### src/rtl/runner.sv
// runner_pkg: shared types for the runner game block (render slot count, sprite codes, screen position).
// Latency: n/a (types and constants only).
// Backpressure: n/a.
package runner_pkg;

  localparam int RENDER_SLOTS = 8;

  typedef enum logic [3:0] {
    NONE       = 4'd0,
    TREX_STAND = 4'd1,
    TREX_RUN1  = 4'd2,
    TREX_RUN2  = 4'd3,
    TREX_DUCK1 = 4'd4,
    TREX_DUCK2 = 4'd5
  } sprite_t;

  // Screen pixels, top-left corner of the sprite.
  typedef struct packed {
    logic signed [10:0] x;
    logic signed [9:0]  y;
  } pos_t;

endpackage

// runner: T-rex runner state machine (wait / run / jump / duck) with fixed-point jump physics and
//         run/duck animation, driving render slot 0; slots 1..RENDER_SLOTS-1 are always blank.
// Latency: inputs sampled on a cycle with update=1; outputs show the new state the following cycle.
// Backpressure: none; update is a frame strobe and cycles with update=0 hold all state.
// Ports: clk, rst (sync, active-high) | update, jumping, ducking (inputs) | sprite[], pos[] (outputs).
module runner
  import runner_pkg::*;
(
  input  logic                          clk,
  input  logic                          rst,
  input  logic                          update,
  input  logic                          jumping,
  input  logic                          ducking,
  output sprite_t [RENDER_SLOTS-1:0]    sprite,
  output pos_t    [RENDER_SLOTS-1:0]    pos
);

  // Geometry in pixels; y is tracked internally as 1/16 pixel fixed point.
  localparam logic signed [10:0] X_POS    = 11'sd50;
  localparam logic signed [9:0]  DUCK_Y   = 10'sd110;
  localparam logic signed [15:0] GROUND_FP = 16'sd1488;  // 93 * 16
  // "y <= N pixels" after floor(y_fp/16) is the same as y_fp < (N+1)*16.
  localparam logic signed [15:0] MIN_JUMP_LIM = 16'sd1024; // y <= 63
  localparam logic signed [15:0] MAX_JUMP_LIM = 16'sd464;  // y <= 28

  localparam logic signed [11:0] JUMP_VEL     = -12'sd160;
  localparam logic signed [11:0] DROP_VEL     = -12'sd80;
  localparam logic signed [11:0] GRAVITY      = 12'sd10;
  localparam logic signed [11:0] GRAVITY_DUCK = 12'sd30;

  localparam logic [2:0] FRAME_LAST = 3'd4;

  typedef enum logic [1:0] {
    WAITING = 2'd0,
    RUNNING = 2'd1,
    JUMPING = 2'd2,
    DUCKING = 2'd3
  } state_e;

  state_e             state_q, state_d;
  logic signed [15:0] y_fp_q, y_fp_d;
  logic signed [11:0] vel_q, vel_d;
  logic               end_req_q, end_req_d;
  logic [2:0]         frame_cnt_q, frame_cnt_d;
  logic               frame_q, frame_d;

  // One physics step of the jump, evaluated every cycle, committed only in JUMPING on update.
  logic signed [15:0] y_step;
  logic signed [11:0] vel_step;
  logic               end_req_step;

  // ---------------------------------------------------------------------------
  // State register
  // ---------------------------------------------------------------------------
  always_ff @(posedge clk) begin
    if (rst) begin
      state_q     <= WAITING;
      y_fp_q      <= GROUND_FP;
      vel_q       <= '0;
      end_req_q   <= 1'b0;
      frame_cnt_q <= '0;
      frame_q     <= 1'b0;
    end else begin
      state_q     <= state_d;
      y_fp_q      <= y_fp_d;
      vel_q       <= vel_d;
      end_req_q   <= end_req_d;
      frame_cnt_q <= frame_cnt_d;
      frame_q     <= frame_d;
    end
  end

  // ---------------------------------------------------------------------------
  // Next state and datapath
  // ---------------------------------------------------------------------------
  always_comb begin
    state_d      = state_q;
    y_fp_d       = y_fp_q;
    vel_d        = vel_q;
    end_req_d    = end_req_q;
    frame_cnt_d  = frame_cnt_q;
    frame_d      = frame_q;

    y_step       = y_fp_q + {{4{vel_q[11]}}, vel_q};
    vel_step     = vel_q + (ducking ? GRAVITY_DUCK : GRAVITY);
    // Releasing the key once is remembered for the rest of the jump.
    end_req_step = end_req_q | ~jumping;

    if (update) begin
      unique case (state_q)
        WAITING: begin
          if (jumping) begin
            state_d   = JUMPING;
            vel_d     = JUMP_VEL;
            end_req_d = 1'b0;
          end
        end

        RUNNING: begin
          if (ducking) begin
            state_d = DUCKING;
          end else if (jumping) begin
            state_d   = JUMPING;
            vel_d     = JUMP_VEL;
            end_req_d = 1'b0;
          end
        end

        DUCKING: begin
          // y_fp stays at ground level; the lowered duck height is an output-only offset.
          if (!ducking) begin
            state_d = RUNNING;
            y_fp_d  = GROUND_FP;
          end
        end

        JUMPING: begin
          y_fp_d    = y_step;
          vel_d     = vel_step;
          end_req_d = end_req_step;
          // Cut the remaining ascent short: after a release once past the minimum
          // height, or unconditionally at the ceiling.
          if (((end_req_step && (y_step < MIN_JUMP_LIM)) || (y_step < MAX_JUMP_LIM)) &&
              (vel_step < DROP_VEL)) begin
            vel_d = DROP_VEL;
          end
          if (y_step >= GROUND_FP) begin
            y_fp_d    = GROUND_FP;
            vel_d     = '0;
            end_req_d = 1'b0;
            state_d   = ducking ? DUCKING : RUNNING;
          end
        end

        default: state_d = WAITING;
      endcase

      // Animation: 5 updates per frame, restarting on any state change.
      if (state_d != state_q) begin
        frame_cnt_d = '0;
        frame_d     = 1'b0;
      end else if (frame_cnt_q == FRAME_LAST) begin
        frame_cnt_d = '0;
        frame_d     = ~frame_q;
      end else begin
        frame_cnt_d = frame_cnt_q + 3'd1;
      end
    end
  end

  // ---------------------------------------------------------------------------
  // Outputs (decoded from registered state only)
  // ---------------------------------------------------------------------------
  always_comb begin
    for (int i = 0; i < RENDER_SLOTS; i++) begin
      sprite[i] = NONE;
      pos[i]    = '0;
    end

    unique case (state_q)
      RUNNING: sprite[0] = frame_q ? TREX_RUN2 : TREX_RUN1;
      DUCKING: sprite[0] = frame_q ? TREX_DUCK2 : TREX_DUCK1;
      default: sprite[0] = TREX_STAND;
    endcase

    pos[0].x = X_POS;
    // Bits [13:4] are floor(y_fp/16) truncated to the 10-bit screen coordinate.
    pos[0].y = (state_q == DUCKING) ? DUCK_Y : y_fp_q[13:4];
  end

endmodule

### config.mk
export PLATFORM = sky130hd
export DESIGN_NAME = runner
export DESIGN_NICKNAME = d
export VERILOG_FILES = /design/src/rtl/runner.sv
export SDC_FILE = /design/constraint.sdc
export NUM_CORES = 1
export LEC_CHECK = 0
export ABC_AREA = 1
export CORE_UTILIZATION = 42
export CTS_CLUSTER_SIZE = 40
export DETAILED_ROUTE_END_ITERATION = 8
export PLACE_DENSITY_LB_ADDON = 0.25
export SLEW_MARGIN = 40
export SYNTH_ARGS = -nofsm -noshare
export SYNTH_HDL_FRONTEND = slang
export SYNTH_SLANG_ARGS = --single-unit
### constraint.sdc
create_clock -name clk -period 3.25 [get_ports clk]
set_clock_uncertainty 0.05 [all_clocks]
set_input_delay 0.4875 -clock clk [delete_from_list [all_inputs] [get_ports clk]]
set_output_delay 0.4875 -clock clk [all_outputs]
set_load 0.03 [all_outputs]
==> results of run 1 <==
[flip-flops by register name, indices dropped and copies added (netlist names)]
signal	cells
y_fp_q	15
vel_q	11
frame_cnt_q	3
state_q	2
end_req_q	1
frame_q	1
[worst reg2reg max path: stages, from the launching register on]
cell	delay [ns]
dfxtp_1	0.36
ha_1	0.35
nand2_1	0.07
nand2_1	0.13
nand2_1	0.09
nand2_1	0.13
nand2_1	0.09
nand2_1	0.07
nand2_1	0.07
nand2_1	0.15
nand3_1	0.15
nor2_1	0.11
nand2_1	0.07
nand3_2	0.08
nand2_4	0.09
nand2_4	0.11
inv_4	0.06
nand2_2	0.06
clkinv_2	0.18
nand2_1	0.12
a21oi_1	0.06
[final cells by class]
type	instances	share of cell area, %
flip-flops and latches	33	16.95
repair buffers	20	4.944
inverters	76	7.416
clock buffers	7	2.215
well taps	133	4.270
multi-input cells	524	64.21
[placed cells by master (no fill, tap or decap), drive strengths merged]
| cell type | count |
|---|---|
| a21oi | 40 |
| a221oi | 1 |
| a31oi | 1 |
| and2 | 1 |
| and3 | 1 |
| buf | 3 |
| clkbuf | 7 |
| clkdlybuf4s50 | 17 |
| clkinv | 2 |
| conb | 187 |
| dfxtp | 33 |
| fa | 1 |
| ha | 19 |
| inv | 74 |
| nand2 | 153 |
| nand3 | 25 |
| nand3b | 4 |
| nand4 | 7 |
| nor2 | 37 |
| nor3 | 5 |
| o211ai | 2 |
| o21ai | 20 |
| or2 | 8 |
| xnor2 | 1 |
| xor2 | 11 |
[metrics by stage]
step	area (sq um)	util (%)	hold WS (ns)	total power (W)	instances
after floorplan	4893	-	0.3957	0.001251	827
after global placement	3811	39.17	0.4066	0.001183	786
after detailed placement	3811	39.17	0.4148	0.001188	786
after CTS	3897	40.06	0.4246	0.001513	793
after global routing	3897	40.06	0.4454	0.001619	793
final	3897	40.06	0.4183	0.001507	793
[kinds of logic after synthesis]
logic type | after synthesis
XOR/XNOR | 12
adder cells (fa/ha/maj) | 20
other | 2
flip-flops | 33
AND/OR/NAND/NOR | 241
AO/OA/AOI/OAI | 64
buffers and inverters | 270
[path summary, 6_finish.rpt]
kind              startpoint        end  slack (ns)  cells after the start
setup / recovery     ducking   vel_q[3]        0.38                     14
hold / removal     end_req_q  end_req_q        0.42                      2
setup reg to reg    vel_q[2]  y_fp_q[5]        0.48                     20
hold reg to reg    end_req_q  end_req_q        0.42                      2
[power breakdown]
part | total (W) | switching (W) | leakage (nW) | internal, W
Sequential | 0.000457 | 0.0000286 | 0.269 | 0.000428
Clock | 0.000323 | 0.000155 | 0.0443 | 0.000168
Combinational | 0.000728 | 0.000574 | 1.91 | 0.000154
[metal layers]
layer | routed length (um) | vias up
met4 | 18 | 0
met3 | 325 | 2
met5 | 0 | -
met1 | 3584 | 1449
met2 | 3775 | 118
li1 | - | 1653
==> flow_summary_export.csv, run 1 <==
group,metric,value,unit
worst_setup_path,worst_setup_path_start_kind,"input pin",
global_routing,antenna_found_initial,0,
yosys,synthArstFlopShare,0,%
worst_setup_path,cpPeakStageDelay,0.53,ns
global_routing,grt_pass1_vias,2523,
final_layout,insertedDiodeCount,0,
final_layout,regArea,660.6,sq um
global_routing,met3_usage,2.052,%
yosys,netlist_instances,642,
yosys,yosys-mux-area-fraction,0,%
hold_path,min_path_type,"flop to flop",
worst_setup_path,crit_fanout,7,
yosys,synth.top_cell.area_share,33.43,%
yosys,synth-edff-count,0,
sta,setup_violations,0,
sta,hold_viol,0,
clocking,clkTransAtPathRegs,0.06,ns
global_routing,grt_busiest_layer,"met2",
worst_setup_path,crit_buf_inv,1,
placed_design,pre_cts_slack,0.1051,ns
clocking,cts_sinks,33,
floorplanning,boundaryPins,205,
yosys,avgSynthCellArea,6.541,sq um
yosys,ys_ff_latch,33,
yosys,yosysUniqueCellTypes,38,
clocking,clk_latency,0.29,ns
worst_setup_path,cp_slowest_cell,"clkdlybuf4s50_1",
global_routing,grt_use_total,14.60,%
sta,relSlewSlack,50.93,%
clocking,ctsResizeCount,0,
final_layout,layout.nets,685,
run_status,status,"complete, no violations",
drt,drc_errors,0,
final_layout,fillers,1055,
sta,drv_slew,0,
floorplanning,die_x,102.0,um
placed_design,portBuffers,17,
power_and_ir_drop,power.density,386.7,nW/um^2
yosys,synth_flop_cell,"dfxtp_1",
clocking,tritoncts,"built",
yosys,synth-simple-area-share,26.10,%
yosys,synth-compound-area-share,8.135,%
worst_setup_path,critical_path_required,3.36,ns
worst_setup_path,crit_path_cell_trace,"clkdlybuf4s50_1, fa_1, o21ai_0, nand2_1, nand2_1, nor3_1, and3_1, xor2_1, a31oi_1, nand2_2, nand3_1, nor2_1, a21oi_1, nor2_1",
drt,vias_per_cell,4.063,
power_and_ir_drop,ir_drop,0.1879,mV
floorplanning,die_area,10400,sq um
yosys,synth_fa_ha_area_share,6.138,%
sta,fmax,348.3,MHz
final_layout,areaGrowthSynthToFinish,-7.181,%
global_routing,use_met2,25.04,%
clocking,h-tree-depth,2,
global_routing,grt.overflow.total,0,
flow_run,max_cap_viol_count,0,
global_routing,grt_pass1_wl,11870,um
floorplanning,start_util,43.16,%
sta,min_period,2.871,ns
worst_setup_path,crit_path_end_kind,"flop",
sta,setup_tns,0,ns
clocking,cts_root_buf,"clkbuf_8",
worst_setup_path,crit_family,"simple AND/OR/NAND/NOR gates",
worst_setup_path,worstPathArrival,2.98,ns
floorplanning,die_h,102.0,um
floorplanning,core,9729,sq um
final_layout,drive_gt1_share,7.727,%
clocking,clockBufferDepth,2,
global_routing,grt_max_degree,18,
drt,wl_per_cell,9.715,um
clocking,postCtsSetupBuffers,0,
drt,firstDrtPassIters,4,
sta,grt_setup_unrepaired,"false",
final_layout,multi_input_area,2502,sq um
power_and_ir_drop,power_leakage,2.225,nW
placed_design,gp_congestion,0.8909,
sta,layout_setup_ws,0.3790,ns
yosys,synth.most_common_cell,"buf_4",
yosys,synth.area.top_cells,"buf_4 (33%), dfxtp_1 (16%), nand2_1 (12%), inv_1 (6.2%), ha_1 (5.7%)",
yosys,synthTopCellsByCount,"buf_4 (187), nand2_1 (134), inv_1 (69), a21oi_1 (37), nor2_1 (36)",
yosys,yosysSeqAreaShare,15.73,%
global_routing,grt_use_met1,19.35,%
clocking,tritoncts.num_buffers,5,
sta,worst_pin_slew,0.7305,ns
worst_setup_path,path_class,"input pin to flop",
drt,via_count,3222,
yosys,synthXorXnorAreaFrac,2.503,%
drt,drt-initial-drc-count,129,
yosys,yosysTopAreaCell,"buf_4",
yosys,yosysWarnings,0,
clocking,hold_buffers,0,
yosys,synth_top_family_by_area,"buffers and inverters",
yosys,netlist_area,4199,sq um
placed_design,dp_hpwl,6282,um
drt,final_antenna_net_count,0,
drt,routed_wl,7704,um
sta,post-route-period-util,88.34,%
floorplanning,std_cell_rows,36,
Note: power is estimated with default switching activity, not from simulation.
==> inputs of run 2 (changes only) <==
HOLD_SLACK_MARGIN = 0.08   (was unset)
==> results of run 2 <==
No change in the layout: final DEF, timing and power equal those of run 1.
